===== src/rtl/game2048_pkg.sv =====
// Shared codes, command directions, FSM states and board index helpers for the
// 4x4 board: slot s lives in bits [4s+3:4s], row r holds slots 4r..4r+3.
package game2048_pkg;

  localparam logic [3:0] EMPTY        = 4'd0;
  localparam logic [3:0] WIN_CODE     = 4'd11;
  localparam int         SAT_CODE_DEF = 15;

  localparam logic [1:0] DIR_UP    = 2'd0;
  localparam logic [1:0] DIR_DOWN  = 2'd1;
  localparam logic [1:0] DIR_LEFT  = 2'd2;
  localparam logic [1:0] DIR_RIGHT = 2'd3;

  typedef enum logic [2:0] {
    ST_IDLE  = 3'd0,
    ST_CLEAR = 3'd1,
    ST_MERGE = 3'd2,
    ST_SPAWN = 3'd3,
    ST_DONE  = 3'd4
  } state_e;

  // Board slot for position pos of line l; pos 0 is the edge tiles slide toward.
  function automatic logic [3:0] slot_idx(input logic [1:0] dir,
                                          input logic [1:0] l,
                                          input logic [1:0] pos);
    case (dir)
      DIR_UP:   return {pos, l};
      DIR_DOWN: return {2'd3 - pos, l};
      DIR_LEFT: return {l, pos};
      default:  return {l, 2'd3 - pos};
    endcase
  endfunction

endpackage


===== src/rtl/board_update_if.sv =====
// Command/board bus between the key decoder (master) and board_update (slave).
// Handshake: a command transfers on a rising edge where cmd_valid && cmd_ready;
// cmd_ready is high only while idle, and done pulses one cycle when slots,
// moved and score_delta carry the result of that command.
interface board_update_if;
  logic        cmd_valid;
  logic        cmd_ready;
  logic [1:0]  cmd_dir;
  logic        cmd_new;
  logic [63:0] slots;
  logic        done;
  logic        moved;
  logic [19:0] score_delta;

  modport master (
    output cmd_valid, cmd_dir, cmd_new,
    input  cmd_ready, slots, done, moved, score_delta
  );

  modport slave (
    input  cmd_valid, cmd_dir, cmd_new,
    output cmd_ready, slots, done, moved, score_delta
  );
endinterface


===== src/rtl/board_update_line_merge.sv =====
// Combinational slide/merge of one 4-tile line toward index 0, with the
// score earned by its merges; each tile merges at most once.
module line_merge
  import game2048_pkg::*;
#(
  parameter int SAT_CODE = SAT_CODE_DEF
) (
  input  logic [15:0] line_i,
  output logic [15:0] line_o,
  output logic        moved_o,
  output logic [16:0] score_o
);

  logic [3:0] cmp [5];
  logic [3:0] res [4];
  logic [2:0] cnt;
  logic [2:0] wr;
  logic       skip;
  logic [4:0] code;

  always_comb begin
    for (int i = 0; i < 5; i++) cmp[i] = EMPTY;
    cnt = '0;
    for (int i = 0; i < 4; i++) begin
      if (line_i[4*i +: 4] != EMPTY) begin
        cmp[cnt] = line_i[4*i +: 4];
        cnt      = cnt + 3'd1;
      end
    end

    // cmp[4] stays empty so the last tile never finds a partner.
    for (int i = 0; i < 4; i++) res[i] = EMPTY;
    score_o = '0;
    wr      = '0;
    skip    = 1'b0;
    code    = '0;
    for (int i = 0; i < 4; i++) begin
      if (skip) begin
        skip = 1'b0;
      end else if (cmp[i] != EMPTY) begin
        if (cmp[i] == cmp[i+1]) begin
          code = {1'b0, cmp[i]} + 5'd1;
          if (code > 5'(SAT_CODE)) code = 5'(SAT_CODE);
          score_o = score_o + (17'd1 << code);
          skip    = 1'b1;
        end else begin
          code = {1'b0, cmp[i]};
        end
        res[wr[1:0]] = code[3:0];
        wr           = wr + 3'd1;
      end
    end

    line_o  = {res[3], res[2], res[1], res[0]};
    moved_o = (line_o != line_i);
  end

endmodule


===== src/rtl/board_update.sv =====
// Executes one move or new-game command on the committed 4x4 board: four
// time-shared line merges, then an LFSR-driven tile spawn, then a commit.
module board_update
  import game2048_pkg::*;
#(
  parameter logic [15:0] LFSR_SEED = 16'hACE1,
  parameter int          FOUR_BITS = 3,
  parameter int          SAT_CODE  = SAT_CODE_DEF
) (
  input  logic                 clk,
  input  logic                 rst,
  board_update_if.slave        bus,
  output state_e               dbg_state_o
);

  state_e      state_q;
  logic [1:0]  line_q;
  logic [1:0]  dir_q;
  logic [3:0]  ptr_q;
  logic [3:0]  cnt_q;
  logic        second_q;
  logic [15:0] lfsr_q;
  logic [15:0] lfsr_d;
  logic [63:0] wb_q;
  logic        mv_q;
  logic [19:0] sc_q;
  logic [63:0] slots_q;
  logic        done_q;
  logic        moved_q;
  logic [19:0] score_q;

  logic [15:0] line_in;
  logic [15:0] line_out;
  logic        line_moved;
  logic [16:0] line_score;
  logic [63:0] wb_merged;
  logic [63:0] wb_spawn;
  logic [3:0]  spawn_code;
  logic        slot_empty;
  logic        moved_final;

  line_merge #(.SAT_CODE(SAT_CODE)) u_line_merge (
    .line_i  (line_in),
    .line_o  (line_out),
    .moved_o (line_moved),
    .score_o (line_score)
  );

  always_comb begin
    line_in = '0;
    for (int p = 0; p < 4; p++)
      line_in[4*p +: 4] = wb_q[{slot_idx(dir_q, line_q, 2'(p)), 2'b00} +: 4];
  end

  always_comb begin
    wb_merged = wb_q;
    for (int p = 0; p < 4; p++)
      wb_merged[{slot_idx(dir_q, line_q, 2'(p)), 2'b00} +: 4] = line_out[4*p +: 4];
  end

  always_comb begin
    spawn_code = (lfsr_q[FOUR_BITS-1:0] == '0) ? 4'd2 : 4'd1;
    slot_empty = (wb_q[{ptr_q, 2'b00} +: 4] == EMPTY);
    wb_spawn   = wb_q;
    wb_spawn[{ptr_q, 2'b00} +: 4] = spawn_code;
  end

  // Lines are disjoint and wb starts as slots, so any line change means the board changed.
  assign moved_final = mv_q | line_moved;
  assign lfsr_d      = {lfsr_q[14:0], lfsr_q[15] ^ lfsr_q[13] ^ lfsr_q[12] ^ lfsr_q[10]};

  always_ff @(posedge clk) begin
    if (rst) begin
      state_q  <= ST_IDLE;
      line_q   <= '0;
      dir_q    <= DIR_UP;
      ptr_q    <= '0;
      cnt_q    <= '0;
      second_q <= 1'b0;
      lfsr_q   <= LFSR_SEED;
      wb_q     <= '0;
      mv_q     <= 1'b0;
      sc_q     <= '0;
      slots_q  <= '0;
      done_q   <= 1'b0;
      moved_q  <= 1'b0;
      score_q  <= '0;
    end else begin
      lfsr_q <= lfsr_d;
      done_q <= 1'b0;
      case (state_q)
        ST_IDLE: begin
          if (bus.cmd_valid) begin
            wb_q    <= slots_q;
            line_q  <= '0;
            dir_q   <= bus.cmd_dir;
            mv_q    <= 1'b0;
            sc_q    <= '0;
            state_q <= bus.cmd_new ? ST_CLEAR : ST_MERGE;
          end
        end
        ST_CLEAR: begin
          wb_q     <= '0;
          mv_q     <= 1'b1;
          sc_q     <= '0;
          ptr_q    <= lfsr_q[3:0];
          cnt_q    <= '0;
          second_q <= 1'b1;
          state_q  <= ST_SPAWN;
        end
        ST_MERGE: begin
          wb_q   <= wb_merged;
          sc_q   <= sc_q + 20'(line_score);
          mv_q   <= moved_final;
          line_q <= line_q + 2'd1;
          if (line_q == 2'd3) begin
            if (moved_final) begin
              ptr_q    <= lfsr_q[3:0];
              cnt_q    <= '0;
              second_q <= 1'b0;
              state_q  <= ST_SPAWN;
            end else begin
              slots_q <= wb_merged;
              done_q  <= 1'b1;
              moved_q <= 1'b0;
              score_q <= sc_q + 20'(line_score);
              state_q <= ST_DONE;
            end
          end
        end
        ST_SPAWN: begin
          cnt_q <= cnt_q + 4'd1;
          if (slot_empty) wb_q  <= wb_spawn;
          else            ptr_q <= ptr_q + 4'd1;
          // A pass ends on the first empty slot or after 16 probes.
          if (slot_empty || cnt_q == 4'd15) begin
            if (second_q) begin
              second_q <= 1'b0;
              ptr_q    <= lfsr_q[3:0];
              cnt_q    <= '0;
            end else begin
              slots_q <= slot_empty ? wb_spawn : wb_q;
              done_q  <= 1'b1;
              moved_q <= mv_q;
              score_q <= sc_q;
              state_q <= ST_DONE;
            end
          end
        end
        ST_DONE: begin
          state_q <= ST_IDLE;
        end
        default: begin
          state_q <= ST_IDLE;
        end
      endcase
    end
  end

  assign bus.cmd_ready   = (state_q == ST_IDLE);
  assign bus.slots       = slots_q;
  assign bus.done        = done_q;
  assign bus.moved       = moved_q;
  assign bus.score_delta = score_q;
  assign dbg_state_o     = state_q;

endmodule


===== src/flat_wrapper.sv =====
// flat-port wrapper written by rule: the top's interface ports become plain ports
module board_update_flat import game2048_pkg::*;
#(
  parameter logic [15:0] LFSR_SEED = 16'hACE1,
  parameter int          FOUR_BITS = 3,
  parameter int          SAT_CODE  = SAT_CODE_DEF
)
  (clk, rst, dbg_state_o, bus_cmd_valid, bus_cmd_dir, bus_cmd_new, bus_cmd_ready, bus_slots, bus_done, bus_moved, bus_score_delta);
  board_update_if bus_i ();
  input  logic clk;
  input  logic rst;
  output state_e dbg_state_o;
  input wire logic [$bits(bus_i.cmd_valid)-1:0] bus_cmd_valid;
  input wire logic [$bits(bus_i.cmd_dir)-1:0] bus_cmd_dir;
  input wire logic [$bits(bus_i.cmd_new)-1:0] bus_cmd_new;
  output wire logic [$bits(bus_i.cmd_ready)-1:0] bus_cmd_ready;
  output wire logic [$bits(bus_i.slots)-1:0] bus_slots;
  output wire logic [$bits(bus_i.done)-1:0] bus_done;
  output wire logic [$bits(bus_i.moved)-1:0] bus_moved;
  output wire logic [$bits(bus_i.score_delta)-1:0] bus_score_delta;
  assign bus_i.cmd_valid = bus_cmd_valid;
  assign bus_i.cmd_dir = bus_cmd_dir;
  assign bus_i.cmd_new = bus_cmd_new;
  assign bus_cmd_ready = bus_i.cmd_ready;
  assign bus_slots = bus_i.slots;
  assign bus_done = bus_i.done;
  assign bus_moved = bus_i.moved;
  assign bus_score_delta = bus_i.score_delta;
  board_update #(.LFSR_SEED(LFSR_SEED), .FOUR_BITS(FOUR_BITS), .SAT_CODE(SAT_CODE)) u_core (.clk(clk), .rst(rst), .bus(bus_i), .dbg_state_o(dbg_state_o));
endmodule

===== config.mk =====
export PLATFORM = sky130hd
export DESIGN_NAME = board_update_flat
export DESIGN_NICKNAME = d
export VERILOG_FILES = /design/src/rtl/game2048_pkg.sv /design/src/rtl/board_update_if.sv /design/src/rtl/board_update_line_merge.sv /design/src/rtl/board_update.sv /design/src/flat_wrapper.sv
export SDC_FILE = /design/constraint.sdc
export NUM_CORES = 1
export LEC_CHECK = 0
export ABC_AREA = 1
export BUFFER_PORTS_ARGS = -buffer_cell sky130_fd_sc_hd__buf_4
export CAP_MARGIN = 30
export CORE_MARGIN = 1
export CORE_UTILIZATION = 49
export CTS_BUF_LIST = sky130_fd_sc_hd__clkbuf_8
export DETAILED_ROUTE_END_ITERATION = 10
export PLACE_DENSITY_LB_ADDON = 0.2
export SYNTH_ARGS = -nofsm -noshare
export SYNTH_HDL_FRONTEND = slang
export SYNTH_SLANG_ARGS = --single-unit

===== constraint.sdc =====
create_clock -name clk -period 23.2 [get_ports clk]
set_clock_uncertainty 0.2 [all_clocks]
set_input_delay 4.64 -clock clk [delete_from_list [all_inputs] [get_ports clk]]
set_output_delay 4.64 -clock clk [all_outputs]
set_load 0.02 [all_outputs]

==> results.json, run 1 <==
{
  "cts_buffers": 38,
  "synth_xor_area_share_pct": 2.16,
  "status": "finished clean",
  "avgViaCountPerCell": 5.77,
  "fin_crit_ns": 12.55,
  "first_pass_iters": 8,
  "initial_core_util_pct": 50.1,
  "grt_pass1_vias": 26300,
  "layout_setup_ws_ns": 10.65,
  "die-area_um2": 48900,
  "ys_seq_elements": 203,
  "grt_first_pass_wirelength_mm": 159,
  "wire_per_inst_um": 21.0,
  "fin_util_pct": 53.8,
  "wl_mm": 107,
  "grt_max_degree": 84,
  "port_buffers": 95,
  "die_h_um": 221,
  "cp-start-kind": "flop",
  "clkLatencyLatePin_ns": 0.63,
  "core_area_um2": 47000,
  "synthFlopType": "dfxtp_1",
  "crit_slowest_cell": "nand2_2",
  "synth_mux_area_share_pct": 0.0426,
  "pre_cts_ws_ns": 10.96,
  "worst_hold_path_type": "reg2reg",
  "gr-total-overflow": 0,
  "slew_headroom_pct": 21.9,
  "cts_resized": 0,
  "fin_setup_tns_ns": 0,
  "worst_slew_pin_slew_ns": 1.17,
  "ctsHoldBuffers": 0,
  "antenna_found_initial": 3,
  "die_x_um": 221,
  "ios": 96,
  "cts.sinks": 203,
  "ys_warn_count": 0,
  "max_cap_viol_count": 0,
  "track_usage_pct": 42.4,
  "synth_edf_count": 0,
  "postRouteAntennaNets": 0,
  "place.gp.congestion": 1.10,
  "fmax_ghz": 0.0797,
  "crit_family": "simple AND/OR/NAND/NOR gates",
  "cp_max_fo": 34,
  "fillers": 5144,
  "vias": 29200,
  "endpoint_kind": "flop",
  "ys_seq_area_share_pct": 17.3,
  "dp_hpwl_mm": 81.4,
  "rows": 79,
  "layout_common_cells": "nand2_1 (1504), inv_1 (567), nor2_1 (511)",
  "synth-simple-area-share_pct": 46.2,
  "post_cts_buffers": 0,
  "synth_top_family_by_area": "simple AND/OR/NAND/NOR gates",
  "drtIter0Drc": 3657,
  "syn_inst": 4423,
  "yosysUniqueCellTypes": 49,
  "cts_root_buf": "clkbuf_8",
  "synth_fa_ha_area_share_pct": 6.07,
  "syn_avg_cell_area_um2": 5.31,
  "report.final.slew_viol_count": 0,
  "tritoncts": "built",
  "final_common_cell": "nand2_1",
  "finalSetupViolCount": 0,
  "path_buf_inv": 8,
  "rsz0062_at_grt": "no",
  "area.growth.synth_to_final_pct": 7.47,
  "fin_crit_sh_pct": 54.1,
  "synth-compound-area-share_pct": 15.5,
  "drc": 0,
  "clkTransAtPathRegs_ns": 0.07,
  "crit_type": "reg2reg",
  "syn-num-nets": 4540,
  "layout-drive-gt1-share_pct": 6.71,
  "slowest_delay_ns": 0.66,
  "crit_arrival_ns": 12.92,
  "cts_max_level": 2,
  "nets": 4542,
  "cts.path.max_buffers": 3,
  "netlist_area_um2": 23500,
  "hold_violations": 0,
  "multi_input_comb_area_um2": 16500,
  "required_ns": 23.57,
  "seq_area_um2": 4060,
  "cpMostUsedCell": "nand2_1",
  "async_flop_share_pct": 0
}
-- cells by family after synthesis --
| group | Yosys count |
|---|---|
| DFF | 203 |
| xor gates and xnor gates | 58 |
| and+or+nand+nor | 2623 |
| AOI/OAI and AO/OA | 677 |
| muxes | 1 |
| adders and majority gates | 111 |
| buffers and inverters | 750 |
-- cell usage after synthesis (12+ instances only) --
cell type / instances / share of area (%)
a21oi_1: 314 / 6.7
buf_1: 16 / 0.26
buf_2: 28 / 0.60
buf_6: 13 / 0.62
clkbuf_1: 92 / 1.5
dfxtp_1: 203 / 17
ha_1: 106 / 5.6
inv_1: 560 / 8.9
inv_2: 24 / 0.38
nand2_1: 1505 / 24
nand2_2: 30 / 0.80
nand3_1: 388 / 8.3
nand3b_1: 12 / 0.38
nand4_1: 28 / 0.75
nor2_1: 512 / 8.2
nor3_1: 91 / 1.9
o211ai_1: 21 / 0.67
o21ai_0: 253 / 5.4
o21ai_1: 12 / 0.26
o21bai_1: 22 / 0.70
or2_2: 21 / 0.56
xnor2_1: 21 / 0.78
xor2_1: 37 / 1.4
-- path summary, 6_finish.rpt --
kind,start,endpoint,slack [ns],depth (start not counted)
worst max register to register,u_core.dir_q[1],u_core.bus.score_delta[17],10.65,69
worst min-delay path,u_core.lfsr_q[8],u_core.lfsr_q[9],0.20,2
worst min register to register,u_core.lfsr_q[8],u_core.lfsr_q[9],0.20,2
worst max-delay path,u_core.dir_q[1],u_core.bus.score_delta[17],10.65,69
-- metal layers --
metal  part of all wire (%)  global-route usage [%]
met5                  0.031                       0
met1                     40                    54.9
met4                    7.5                    27.0
met2                     41                    62.9
met3                     12                    10.4
-- cell type report --
cell class,instances,share of cell area (%)
inverter,593,8.86
timing repair buffer,119,3.53
clock buffer,44,2.40
sequential,203,16.1
antenna,2,0.0198
clock inverter,26,0.792
multi-input combinational,3470,65.3
tap,607,3.01
-- worst register-to-register path, delay by kind of cell, from the launching register on --
| kind | cells | cell delay [ns] |
|---|---|---|
| xor gates and xnor gates | 3 | 0.49 |
| DFF | 1 | 0.59 |
| AOI/OAI and AO/OA | 15 | 2.81 |
| buffers and inverters | 8 | 1.11 |
| adders and majority gates | 7 | 2.53 |
| and+or+nand+nor | 36 | 4.81 |
-- registers in the layout (all words and copies together) (netlist names) --
name,flops
u_core.bus.slots,64
u_core.wb_q,64
u_core.bus.score_delta,20
u_core.sc_q,20
u_core.lfsr_q,16
u_core.cnt_q,4
u_core.ptr_q,4
u_core.dbg_state_o,3
u_core.dir_q,2
u_core.line_q,2
u_core.bus.done,1
u_core.bus.moved,1
u_core.mv_q,1
u_core.second_q,1
-- metrics by stage --
| stage | area (um^2) | hold WS [ns] | cells |
|---|---|---|---|
| floorplan | 23500 | 0.188 | 4423 |
| global placement | 24400 | 0.194 | 4988 |
| detailed placement | 24400 | 0.194 | 4990 |
| CTS | 25200 | 0.209 | 5060 |
| global route | 25300 | 0.235 | 5063 |
| finish | 25300 | 0.202 | 5064 |
Power of run 1 is not shown: default switching activity piles up to over one toggle a cycle in this logic, so the estimate is an artifact.
==> run 2, diff against run 1 <==
==> constraint.sdc (replaced) <==
create_clock -name clk -period 10.7 [get_ports clk]
set_clock_uncertainty 0.2 [all_clocks]
set_input_delay 2.14 -clock clk [delete_from_list [all_inputs] [get_ports clk]]
set_output_delay 2.14 -clock clk [all_outputs]
set_load 0.02 [all_outputs]
==> run 2 against run 1 <==
Net effect:
- count of clock-buffer cells in the layout is 1 higher
- cell area up 11%
- critical path type unchanged
- fmax rose by 25%
- non-clock buffer count is 290 higher
- largest cell class unchanged
- utilization grew 6.0 points
==> results.json, run 2 (synthesis results as in run 1) <==
{
  "status": "finished clean",
  "ctsHoldBuffers": 0,
  "cts_root_buf": "clkbuf_8",
  "reg2reg_depth": 71,
  "rows": 79,
  "antenna_found_initial": 0,
  "grt_max_degree": 75,
  "pre_cts_ws_ns": -0.267,
  "drtIter0Drc": 4319,
  "gr-total-overflow": 0,
  "worst_slew_pin_slew_ns": 1.10,
  "crit_arrival_ns": 10.38,
  "slew_headroom_pct": 25.9,
  "cts_max_level": 2,
  "dr_wl_met2_mm": 45.7,
  "wl_mm": 115,
  "nets": 4833,
  "layout-drive-gt1-share_pct": 14.5,
  "drc": 0,
  "r2r_end": "u_core.bus.score_delta[18]",
  "layout_common_cells": "nand2_1 (1490), inv_1 (564), nor2_1 (494)",
  "required_ns": 11.05,
  "area.growth.synth_to_final_pct": 19.5,
  "wire_per_inst_um": 21.5,
  "place.gp.congestion": 1.14,
  "port_buffers": 95,
  "crit_path_end": "u_core.bus.score_delta[18]",
  "final_common_cell": "nand2_1",
  "first_pass_iters": 8,
  "core_area_um2": 47000,
  "crit_type": "reg2reg",
  "cts.sinks": 203,
  "hold_violations": 0,
  "worst_hold_path_type": "reg2reg",
  "crit_path_start": "u_core.dir_q[1]",
  "max_cap_viol_count": 0,
  "clkTransAtPathRegs_ns": 0.07,
  "fin_crit_sh_pct": 93.7,
  "fin_crit_ns": 10.03,
  "endpoint_kind": "flop",
  "cp-start-kind": "flop",
  "wl_met1_mm": 45.7,
  "ff2ff_setup_slack_ns": 0.67,
  "crit_slowest_cell": "fa_1",
  "fmax_ghz": 0.0997,
  "die_x_um": 221,
  "initial_core_util_pct": 50.1,
  "grt_pass1_vias": 27400,
  "postRouteAntennaNets": 0,
  "finalSetupViolCount": 0,
  "tritoncts": "built",
  "highest_layer": "met4",
  "cts.path.max_buffers": 3,
  "cts_buffers": 36,
  "rr_startpoint": "u_core.dir_q[1]",
  "vias": 31000,
  "slowest_delay_ns": 0.56,
  "hold_slack_ns": 0.211,
  "cpMostUsedCell": "nand2_1",
  "layout_setup_ws_ns": 0.673,
  "cp_max_fo": 7,
  "met3WireLength_mm": 14.9,
  "track_usage_pct": 44.9,
  "fillers": 4809,
  "dp_hpwl_mm": 89.4,
  "fin_util_pct": 59.8,
  "grt_first_pass_wirelength_mm": 168,
  "ios": 96,
  "avgViaCountPerCell": 5.79,
  "die-area_um2": 48900,
  "die_h_um": 221,
  "clkLatencyLatePin_ns": 0.61,
  "report.final.slew_viol_count": 0
}
run 2: area by class of cell:
| class | instances | area, um^2 | share of cell area, % |
|---|---|---|---|
| Tap cell | 607 | 759 | 2.70 |
| Antenna cell | 2 | 5.00 | 0.0178 |
| Inverter | 593 | 2240 | 7.97 |
| Clock inverter | 18 | 100 | 0.356 |
| Timing Repair Buffer | 409 | 3210 | 11.4 |
| Multi-Input combinational cell | 3473 | 17100 | 60.8 |
| Sequential cell | 203 | 4070 | 14.5 |
| Clock buffer | 45 | 619 | 2.20 |
run 2: how the worst min path moves through the flow:
stage | end | depth (start not counted) | start | slack, ns
finish | u_core.lfsr_q[15] | 1 | u_core.lfsr_q[14] | 0.21
global route | u_core.lfsr_q[9] | 2 | u_core.lfsr_q[8] | 0.23
CTS | u_core.lfsr_q[9] | 2 | u_core.lfsr_q[8] | 0.21
detailed placement | u_core.lfsr_q[10] | 1 | u_core.lfsr_q[9] | 0.19
floorplan | u_core.lfsr_q[12] | 2 | u_core.lfsr_q[11] | 0.19
global placement | u_core.lfsr_q[15] | 1 | u_core.lfsr_q[14] | 0.19
run 2: worst max-delay path, delay by kind of cell (launching register included):
kind                     cells  cell delay (ns)
AND/OR/NAND/NOR             33             3.22
adder cells (fa/ha/maj)      6             1.81
XOR/XNOR                     3             0.47
flip-flops                   1             0.42
AO/OA/AOI/OAI               16             2.31
buffers and inverters       13             1.55
run 2: metal layers:
| layer | track usage (%) | vias to the layer above |
|---|---|---|
| li1 | - | 14600 |
| met1 | 58.7 | 13900 |
| met2 | 65.0 | 1974 |
| met3 | 12.6 | 445 |
| met4 | 27.9 | 0 |
| met5 | 0 | - |
run 2: stage by stage:
stage	instance area, um^2	TNS [ns]	instances
final	28100	0	5350
after global routing	28100	-0.319	5348
after CTS	27200	0	5319
after detailed placement	26500	-1.33	5256
after global placement	26400	-0.0633	5254
after floorplan	23500	0	4423
run 2: timing repair:
action                                  in CTS  in global routing
gates cloned                                 0                  5
buffers inserted                             0                 23
pin swaps                                    0                 57
gates resized for setup                      4                166
endpoints found under the setup margin       9                 19
Power of run 2 is left out for the same reason.
